$ cat src/rtl/sggoc_io_decoder.sv
// sggoc_io_decoder: Game Gear Z80 I/O port decoder with system registers and one-shot VDP strobes.
module sggoc_io_decoder (
  input  logic        clk,
  input  logic        rst,
  input  logic [15:0] z80_addr,
  input  logic [7:0]  z80_do,
  input  logic        z80_io_rd,
  input  logic        z80_io_wr,
  output logic [7:0]  io_do,
  output logic        vdp_data_rd,
  output logic        vdp_data_wr,
  output logic        vdp_control_rd,
  output logic        vdp_control_wr,
  input  logic [7:0]  vdp_data_o,
  input  logic [7:0]  vdp_status,
  input  logic [7:0]  vdp_v_counter,
  input  logic [7:0]  vdp_h_counter
);
  logic [7:0] w_a;
  logic       w_vdp, w_sys_wr;
  logic       w_dr, w_dw, w_cr, w_cw;
  logic       r_dr_q, r_dw_q, r_cr_q, r_cw_q;
  logic [7:0] r_gg [1:6];
  logic [7:0] r_mem_ctrl, r_io_ctrl;
  logic [7:0] w_sys;
  logic       w_unused;
  assign w_a      = z80_addr[7:0];
  assign w_vdp    = w_a[7:6] == 2'b10;
  assign w_sys_wr = z80_io_wr && w_a[7:6] == 2'b00 && w_a != 8'h00;
  assign w_dr     = z80_io_rd & w_vdp & ~w_a[0];
  assign w_dw     = z80_io_wr & w_vdp & ~w_a[0];
  assign w_cr     = z80_io_rd & w_vdp &  w_a[0];
  assign w_cw     = z80_io_wr & w_vdp &  w_a[0];
  // Edge-detect against last cycle so a multi-clock bus cycle strobes once.
  assign vdp_data_rd    = ~rst & w_dr & ~r_dr_q;
  assign vdp_data_wr    = ~rst & w_dw & ~r_dw_q;
  assign vdp_control_rd = ~rst & w_cr & ~r_cr_q;
  assign vdp_control_wr = ~rst & w_cw & ~r_cw_q;
  assign w_unused = &{1'b0, z80_addr[15:8], r_mem_ctrl, r_io_ctrl};
  always_ff @(posedge clk) begin
    if (rst) begin
      {r_dr_q, r_dw_q, r_cr_q, r_cw_q} <= 4'b0000;
      r_gg[1]    <= 8'h7F;
      r_gg[2]    <= 8'hFF;
      r_gg[3]    <= 8'h00;
      r_gg[4]    <= 8'hFF;
      r_gg[5]    <= 8'h00;
      r_gg[6]    <= 8'hFF;
      r_mem_ctrl <= 8'h00;
      r_io_ctrl  <= 8'hFF;
    end else begin
      {r_dr_q, r_dw_q, r_cr_q, r_cw_q} <= {w_dr, w_dw, w_cr, w_cw};
      for (int i = 1; i <= 6; i++)
        if (w_sys_wr && w_a == 8'(i)) r_gg[i] <= z80_do;
      if (w_sys_wr && w_a > 8'h06 && !w_a[0]) r_mem_ctrl <= z80_do;
      if (w_sys_wr && w_a > 8'h06 &&  w_a[0]) r_io_ctrl  <= z80_do;
    end
  end
  always_comb begin
    w_sys = w_a == 8'h00 ? 8'hC0 : 8'hFF;
    for (int i = 1; i <= 6; i++)
      if (w_a == 8'(i)) w_sys = r_gg[i];
  end
  always_comb begin
    io_do = !z80_io_rd          ? 8'hFF :
            w_a[7:6] == 2'b00   ? w_sys :
            w_a[7:6] == 2'b01   ? (w_a[0] ? vdp_h_counter : vdp_v_counter) :
            w_a[7:6] == 2'b10   ? (w_a[0] ? vdp_status : vdp_data_o) :
                                  8'hFF;
  end
endmodule

$ cat config.mk
export PLATFORM = sky130hd
export DESIGN_NAME = sggoc_io_decoder
export DESIGN_NICKNAME = d
export VERILOG_FILES = /design/src/rtl/sggoc_io_decoder.sv
export SDC_FILE = /design/constraint.sdc
export NUM_CORES = 1
export LEC_CHECK = 0
export CAP_MARGIN = 25
export CORE_UTILIZATION = 45
export CTS_CLUSTER_DIAMETER = 200
export DETAILED_ROUTE_END_ITERATION = 6
export PLACE_DENSITY = 0.83
export SYNTH_ARGS = -nofsm -noshare
export SYNTH_HDL_FRONTEND = slang
export SYNTH_SLANG_ARGS = --single-unit
$ cat constraint.sdc
create_clock -name clk -period 1.9 [get_ports clk]
set_input_delay 0.19 -clock clk [delete_from_list [all_inputs] [get_ports clk]]
set_output_delay 0.19 -clock clk [all_outputs]
set_load 0.02 [all_outputs]
==> flow_metrics.env <==
export IMPL_ys_async_sr_fraction=0
export IMPL_p_clk_frac=0.256
export IMPL_place_gp_congestion=0.8665
export IMPL_grt_usage=0.2703
export IMPL_worstPathRequired_ps=1710
export IMPL_drt_pass1_iter_count=5
export IMPL_p_switching_uw=616.9
export IMPL_maxCapViolations=0
export IMPL_drive_above_1_share=0.3806
export IMPL_initial_utilization=0.4787
export IMPL_fin_cells=456
export IMPL_finalWirelength_mm=8.626
export IMPL_dieHeight_um=82.53
export IMPL_yosys_warnings=0
export IMPL_n_antenna_cell=0
export IMPL_setup_worst_path_start="z80_addr[3]"
export IMPL_vdd_drop_max_uv=491.6
export IMPL_swShare=0.2534
export IMPL_powerDensity_nw_per_um2=561.9
export IMPL_critPathBufInv=2
export IMPL_viasPerCell=5.748
export IMPL_crit_fanout=4
export IMPL_core_area_um2=6096
export IMPL_cp_slowest_cell="or3_4"
export IMPL_syn_inst=261
export IMPL_cts_num_sinks=52
export IMPL_crit_cells=6
export IMPL_critical_path_class="primary input to output port"
export IMPL_synth_ff_type="edfxtp_1"
export IMPL_area_growth_pct=48.50
export IMPL_seqPwrFrac=0.541
export IMPL_grt_first_pass_wirelength_mm=12.93
export IMPL_placed_cells=442
export IMPL_ant_nets=0
export IMPL_startpoint_type="primary input"
export IMPL_vias=2621
export IMPL_fin_ws_ps=-75.95
export IMPL_drcViolationCount=0
export IMPL_leakage_uw=0.001569
export IMPL_grt_overflow=0
export IMPL_numPortBuffers=63
export IMPL_p_int_uw=1818
export IMPL_final_max_slew_viol_count=0
export IMPL_path_cells="buf_6, or3_4, or3_4, a211o_1, a311o_1, buf_6"
export IMPL_setup_viol=5
export IMPL_drt_iter0_drc=179
export IMPL_cp_data_arrival_time_ps=1790
export IMPL_combPwrFrac=0.203
export IMPL_row_count=28
export IMPL_min_path_type="primary input to flip-flop"
export IMPL_ys_ff_latch=52
export IMPL_fmax_ghz=0.5061
export IMPL_syn_num_nets=321
export IMPL_hold_violations=0
export IMPL_antenna_found_initial=0
export IMPL_final_common_cell="buf_4"
export IMPL_seq_area_frac_synth=0.5214
export IMPL_io_pins=72
export IMPL_placed_area_um2=4035
export IMPL_holdWs_ps=363.7
export IMPL_tightest_slew_ps=407.3
export IMPL_mostFrequentLayoutCells="buf_4 (61), edfxtp_1 (48), clkdlybuf4s50_1 (43), or2_2 (21), and2_1 (15)"
export IMPL_crit_family="simple AND/OR/NAND/NOR gates"
export IMPL_final_core_util=0.7108
export IMPL_clk_pin_slew_ps=90
export IMPL_cp_end_kind="output port"
export IMPL_avgSynthCellArea_um2=11.18
export IMPL_grt_pass1_vias=2612
export IMPL_cts_buffer_depth=2
export IMPL_fp_dieW_um=82.53
export IMPL_syn_cell_area_um2=2918
export IMPL_final_net_count=441
export IMPL_endpoint="io_do[7]"
export IMPL_synth_edf_count=48
export IMPL_htreeDepth=2
export IMPL_dp_hpwl_mm=6.343
export IMPL_rsz0062_at_grt="yes"
export IMPL_grt_max_degree=17
export IMPL_slowest_delay_ps=400
export IMPL_violations="setup timing"
export IMPL_die_area_um2=6810
export IMPL_min_period_ps=1976
export IMPL_cts_tree="yes"
export IMPL_fillers=449
export IMPL_status="complete, but fails checks"
export IMPL_ys_types=47
export IMPL_final_area_um2=4333
export IMPL_wl_per_cell_um=18.92
export IMPL_numCtsBuffers=5
export IMPL_cts_root_buf="clkbuf_8"
export IMPL_final_period_utilization=1.040
export IMPL_max_slew_margin=0.7261
[cell usage after synthesis, types with 2 or more instances]
| master | n | area share |
|---|---|---|
| a211oi_1 | 12 | 0.031 |
| a21boi_0 | 4 | 0.010 |
| a21o_1 | 2 | 0.0051 |
| a21oi_1 | 12 | 0.021 |
| a221o_1 | 2 | 0.0069 |
| a31o_1 | 2 | 0.0060 |
| a31o_2 | 2 | 0.0060 |
| a32o_1 | 4 | 0.014 |
| and2_1 | 15 | 0.032 |
| and3_1 | 2 | 0.0043 |
| buf_2 | 3 | 0.0051 |
| clkbuf_1 | 8 | 0.010 |
| dfxtp_1 | 4 | 0.027 |
| edfxtp_1 | 48 | 0.49 |
| inv_1 | 3 | 0.0039 |
| mux2_2 | 10 | 0.039 |
| mux2i_1 | 7 | 0.024 |
| nand2_1 | 5 | 0.0064 |
| nand2b_1 | 4 | 0.0086 |
| nand3_1 | 5 | 0.0086 |
| nand3b_1 | 6 | 0.015 |
| nand4_1 | 2 | 0.0043 |
| nor2_1 | 11 | 0.014 |
| nor2b_1 | 11 | 0.024 |
| nor3_1 | 10 | 0.017 |
| nor4_1 | 6 | 0.013 |
| nor4b_2 | 2 | 0.010 |
| o21ai_0 | 7 | 0.012 |
| o22ai_1 | 4 | 0.0086 |
| o32ai_1 | 2 | 0.0060 |
| or2_1 | 9 | 0.019 |
| or2_2 | 21 | 0.045 |
| or3_4 | 2 | 0.0077 |
[power groups by stage]
stage	clock network (µW)	logic, µW	registers [µW]
floorplan	0	185	1330
global placement	0	448	1340
detailed placement	0	458	1340
CTS	630	481	1320
global route	673	525	1320
finish	622	495	1320
[registers in the layout, summed over array words and instances (netlist names)]
signal and count:
r_gg 48, r_cw_q 1, r_dr_q 1, r_dw_q 1
r_cr_q 1
[final cells by class]
type	count	area [µm²]	area share
Timing Repair Buffer	127	1129	0.2605
Sequential cell	52	1521	0.3511
Multi-Input combinational cell	192	1493	0.3445
Tap cell	75	93.84	0.02166
Clock buffer	5	68.82	0.01588
Inverter	3	11.26	0.002599
Clock inverter	2	16.27	0.003754
[worst min-delay path by stage]
stage / from / endpoint / slack, ps / cells past startpoint
final: z80_addr[0] / r_dw_q$_SDFF_PP0_ / 360 / 3
after global routing: z80_addr[0] / r_dw_q$_SDFF_PP0_ / 390 / 3
after CTS: z80_addr[0] / r_dw_q$_SDFF_PP0_ / 360 / 3
after detailed placement: z80_addr[0] / r_dw_q$_SDFF_PP0_ / 680 / 3
after global placement: z80_addr[0] / r_dw_q$_SDFF_PP0_ / 660 / 3
after floorplan: z80_do[0] / r_gg[0][32]$_SDFFCE_PN1P_ / 370 / 1
[through the flow]
stage | worst slack [ps] | setup TNS (ps) | power, µW
finish | -75.95 | -166.9 | 2435
global route | -112.7 | -321.7 | 2521
CTS | -47.68 | -90.92 | 2427
detailed placement | -898.2 | -35110 | 1800
global placement | -853.2 | -31270 | 1787
floorplan | 129.6 | 0 | 1520
[what timing repair did]
item                                    CTS  global route
pin swaps                                20             8
buffers inserted                          5             3
resized for setup                        98            13
endpoints found under the setup margin   50            22
hold buffers                              0             0
[per-layer routing]
metal	GRT usage	up-vias	part of all wire
li1	-	1231	-
met1	0.3080	1262	0.39
met2	0.4868	105	0.52
met3	0.05934	23	0.061
met4	0.1138	0	0.031
met5	0	-	0
[worst min-delay path, delay by kind of cell]
family / cells / cell delay, ps
buf+inv: 2 / 350
simple gates: 1 / 90
[cells by family after synthesis]
kind of cell,count (synthesis),synth area share
mux,17,0.06261
compound gates,61,0.1497
buf+inv,17,0.02701
flops,52,0.5214
simple gates,114,0.2393
Power figures use the tool's default switching activity.
